`config.mk`:
```
export PLATFORM = sky130hd
export DESIGN_NAME = wb_result_fifo
export DESIGN_NICKNAME = d
export VERILOG_FILES = /design/src/rtl/wb_result_fifo.sv
export SDC_FILE = /design/constraint.sdc
export NUM_CORES = 1
export LEC_CHECK = 0
export ABC_AREA = 1
export CAP_MARGIN = 10
export CELL_PAD_IN_SITES_DETAIL_PLACEMENT = 0
export CELL_PAD_IN_SITES_GLOBAL_PLACEMENT = 1
export CORE_MARGIN = 8
export CORE_UTILIZATION = 35
export CTS_CLUSTER_DIAMETER = 100
export CTS_CLUSTER_SIZE = 28
export DETAILED_ROUTE_END_ITERATION = 10
export GPL_TIMING_DRIVEN = 0
export PLACE_DENSITY_LB_ADDON = 0.1
export SLEW_MARGIN = 20
export SYNTH_ARGS = -nofsm -noshare
export SYNTH_HDL_FRONTEND = slang
export SYNTH_SLANG_ARGS = --single-unit
export TNS_END_PERCENT = 5
```
`constraint.sdc`:
```
create_clock -name clk -period 3 [get_ports clk]
set_clock_uncertainty 0.1 [all_clocks]
set_input_delay 0.45 -clock clk [delete_from_list [all_inputs] [get_ports clk]]
set_output_delay 0.45 -clock clk [all_outputs]
set_load 0.02 [all_outputs]
```
`src/rtl/wb_result_fifo.sv`:
```
// In-order result buffer between an execution unit's writeback port and the core writeback stage.
// Optional WB_RESULT_FIFO_BYPASS_EN forwards a result straight through when the buffer is empty.
module wb_result_fifo #(
    parameter int DEPTH  = 4,
    parameter int DATA_W = 32,
    parameter int ID_W   = 3
) (
    input  logic                     clk,
    input  logic                     rst,
    input  logic                     gc_flush,
    input  logic                     unit_done,
    input  logic [DATA_W-1:0]        unit_rd,
    input  logic [ID_W-1:0]          unit_id,
    output logic                     unit_ack,
    output logic                     wb_done,
    output logic [DATA_W-1:0]        wb_rd,
    output logic [ID_W-1:0]          wb_id,
    input  logic                     wb_ack,
    output logic [$clog2(DEPTH):0]   count,
    output logic                     overflow_err
);
    localparam int AW = $clog2(DEPTH);
    localparam int CW = AW + 1;

    typedef struct packed {
        logic [DATA_W-1:0] rd;
        logic [ID_W-1:0]   id;
    } entry_t;

    entry_t        mem [DEPTH];
    logic [AW-1:0] wr_ptr, rd_ptr;
    logic [CW-1:0] stall_cnt;
    logic          full, empty, push, pop, byp, wr_en, rd_en;

    assign full  = (count == CW'(DEPTH));
    assign empty = (count == '0);

    // unit_ack never looks at wb_ack, so the unit side has no combinational path from writeback
    assign push     = unit_done & ~full & ~gc_flush & ~rst;
    assign unit_ack = push;

`ifdef WB_RESULT_FIFO_BYPASS_EN
    assign byp     = empty & unit_done & wb_ack & ~gc_flush;
    assign wb_done = ~rst & ~gc_flush & (~empty | unit_done);
    assign wb_rd   = empty ? unit_rd : mem[rd_ptr].rd;
    assign wb_id   = empty ? unit_id : mem[rd_ptr].id;
`else
    assign byp     = 1'b0;
    assign wb_done = ~empty;
    assign wb_rd   = mem[rd_ptr].rd;
    assign wb_id   = mem[rd_ptr].id;
`endif

    assign pop   = wb_ack & wb_done & ~gc_flush;
    // a forwarded result consumes neither a slot nor a read
    assign wr_en = push & ~byp;
    assign rd_en = pop & ~empty;

    always_ff @(posedge clk) begin
        if (wr_en) mem[wr_ptr] <= '{rd: unit_rd, id: unit_id};
    end

    always_ff @(posedge clk or posedge rst) begin
        if (rst) begin
            wr_ptr <= '0;
            rd_ptr <= '0;
            count  <= '0;
        end else if (gc_flush) begin
            wr_ptr <= '0;
            rd_ptr <= '0;
            count  <= '0;
        end else begin
            if (wr_en) wr_ptr <= wr_ptr + 1'b1;
            if (rd_en) rd_ptr <= rd_ptr + 1'b1;
            case ({wr_en, rd_en})
                2'b10:   count <= count + 1'b1;
                2'b01:   count <= count - 1'b1;
                default: ;
            endcase
        end
    end

    // stall_cnt saturates at DEPTH; one more blocked cycle means writeback is deadlocked
    always_ff @(posedge clk or posedge rst) begin
        if (rst) begin
            stall_cnt    <= '0;
            overflow_err <= 1'b0;
        end else if (unit_done & full) begin
            if (stall_cnt == CW'(DEPTH)) overflow_err <= 1'b1;
            else                         stall_cnt    <= stall_cnt + 1'b1;
        end else begin
            stall_cnt <= '0;
        end
    end
endmodule

```
==> run summary <==
status = completed
Top Ports = 81
row count = 47
fin crit period = 2.93 ns
Post-Syn Instances = 424
slew margin rel. = 0.520
DR vias = 3714
Net Switching = 0.00108 W
placed inst area = 7090 µm²
crit-path cells = buf_2, inv_2, buf_2, nor2_1, o22ai_1, clkdlybuf4s50_1
global-route wire length before repair = 21.8 mm
Port-buffer cells = 80
Req. time, crit path = 2.45 ns
Max Cap Viol = 0
GRT overflow = 0
Worst Tran Pin Value = 0.719 ns
Lkg Pwr = 2.80 nW
clk buf depth = 2
dpl hpwl = 9.16 mm
Logic pwr share = 0.089
CTS tree = built
clock share of power = 0.448
RSZ-0062 raised after global routing = yes
Startpoint Class = register
#FFs+latches synth = 151
vias in the first global route = 3710
GR Util All Layers = 0.136
CP max-delay cell = clkdlybuf4s50_1
commonest non-fill, non-tap cell in the layout = edfxtp_1
post-route cell area = 7780 µm²
Int Power = 0.00398 W
Crit Path Category = reg -> out
Min-Delay Path Class = in -> async
drt wl/cell = 18.5 µm
Die Span X = 145 µm
Final Hold Fails = 0
pwr/cell area = 650 nW/µm²
Synth cell types = 25
Syn Area/Cell = 13.8 µm²
fillers = 1494
gpl congestion = 0.717
final setup fails = 0
placeable core area = 16500 µm²
initial DRC count = 258
fin nets = 577
Multi-input gate area = 1240 µm²
Reg power frac = 0.463
Mapped Nets = 471
share of cells above drive strength 1 = 0.135
CP most frequent cell = buf_2
CTS Hold Bufs = 0
CP Buf/Inv Count = 4
Clock Tree Root = clkbuf_16
Initial Util = 0.355
WHS = 0.328 ns
Final Cycle Share = 0.978
antenna violations before repair = 1
Sw Share = 0.213
number of vias per cell = 4.87
Ys Warns = 0
Final TNS setup = 0 ns
FF+latch area = 4480 µm²
CTS clock-pin slew for the worst setup and hold paths = 0.06 ns
Post-Route WL = 14.1 mm
clk sink count = 151
commonest non-fill, non-tap cells in the layout = edfxtp_1, o21ai_0, nor2_1
Post-Place Cells = 729
Max VDD drop = 444 µV
Vert. Die Dim = 145 µm
Seq/Total Area, Yosys = 0.765
CTS buffer count = 17
CP delay by family, top = buffers and inverters
critical path data arrival time = 2.38 ns
DRC errors left = 0
Antenna Cells = 0
Non-Filler Instances = 762
Syn Std Cell Area = 5850 µm²
die area = 21100 µm²
Area Growth Syn to Fin = 33.0%
Final ANT Viol Nets = 0
Critical Path End Type = output port
clk_lat worst skew = 0.41 ns
Total Power = 0.00506 W
H-tree level count = 4
Pre-Repair DR Iteration Count = 4
max incr delay on CP = 0.65 ns
Slew Limit Fails = 0
CP max FO = 10
pin count of the biggest net entering global routing = 21
Max Freq = 341 MHz
[layout make-up]
type / instances / share of cell area
inverter: 19 / 0.00965
tap: 220 / 0.0354
multi-input combinational: 233 / 0.160
clock buffer: 17 / 0.0547
clock inverter: 14 / 0.0265
timing repair buffer: 87 / 0.123
sequential: 151 / 0.576
buffer: 21 / 0.0156
[synth_stat cells (all sizes together)]
| cell | instances | share of area |
|---|---|---|
| o22ai | 35 | 0.037 |
| edfxtp | 140 | 0.72 |
| clkbuf | 14 | 0.0092 |
| buf | 7 | 0.0058 |
| ha | 6 | 0.013 |
| nor2 | 77 | 0.051 |
| dfrtp | 11 | 0.047 |
| fa | 1 | 0.0034 |
| nand2 | 22 | 0.018 |
| a21oi | 4 | 0.0073 |
| xor2 | 1 | 0.0015 |
| nand3 | 9 | 0.0077 |
| nand3b | 1 | 0.0013 |
| o21ai | 76 | 0.065 |
| inv | 19 | 0.012 |
| xnor2 | 1 | 0.0015 |
[power groups by stage]
stage / Combinational, W / Clock [W] / Sequential, W
after global routing: 0.000489 / 0.00241 / 0.00235
after detailed placement: 0.000463 / 0 / 0.00239
after global placement: 0.000447 / 0 / 0.00239
after floorplan: 0.000200 / 0 / 0.00239
after CTS: 0.000459 / 0.00231 / 0.00234
final: 0.000449 / 0.00227 / 0.00234
[metrics by stage]
stage / setup slack [ns] / utilization
4_1_cts: 0.00307 / 0.470
6_report: 0.0654 / 0.473
3_5_place_dp: 0.110 / 0.430
5_1_grt: -0.0500 / 0.473
2_1_floorplan: 0.160 / -
3_3_place_gp: -1.93 / 0.421
[worst paths after layout]
path | to | start | depth (start not counted) | slack [ns]
max | wb_rd[10] | rd_ptr[0] | 6 | 0.07
min | stall_cnt[2] | rst | 2 | 0.33
max reg2reg | count[2] | count[0] | 11 | 0.93
min reg2reg | overflow_err | overflow_err | 2 | 0.36
max in group asynchronous | rd_ptr[0] | rst | 2 | 2.16
min in group clk | overflow_err | overflow_err | 2 | 0.36
[what timing repair did]
action | in CTS | in global routing
pin swaps | 0 | 0
gates resized for setup | 24 | 17
setup buffers | 0 | 2
endpoints found under the setup margin | 35 | 26
[worst reg2reg max path: stages (launching register included)]
cell and delay [ns]:
dfrtp_1 0.48, nor2_4 0.09, nand2_2 0.10, nand2_4 0.13, nand2_4 0.15, inv_1 0.06, fa_1 0.37, xor2_1 0.21
nand3b_1 0.13, nand2_1 0.05, nand2_1 0.06, nand2_1 0.05
[per-layer routing]
metal  vias up  share of wire  global-route usage  wire length [µm]
met1      1833           0.44               0.170              6260
met2        81           0.49               0.219              6940
met4         2          0.015              0.0500               207
li1       1773              -                   -                 -
met5         -        0.00064                   0                 9
met3        25          0.048              0.0426               670
[logic make-up (layout without fill, tap and decap cells)]
kind of cell / after synthesis / count (layout) / synth area share
buf+inv: 40 / 158 / 0.0272
fa+ha+maj: 7 / 7 / 0.0162
flops: 151 / 151 / 0.765
xor+xnor: 2 / 2 / 0.00299
compound gates: 115 / 115 / 0.110
simple gates: 109 / 109 / 0.0785
[flip-flops by register name (all words and copies together) (netlist names)]
| signal | count |
|---|---|
| count | 3 |
| mem | 140 |
| overflow_err | 1 |
| rd_ptr | 2 |
| stall_cnt | 3 |
| wr_ptr | 2 |
Power figures use the tool's default switching activity.
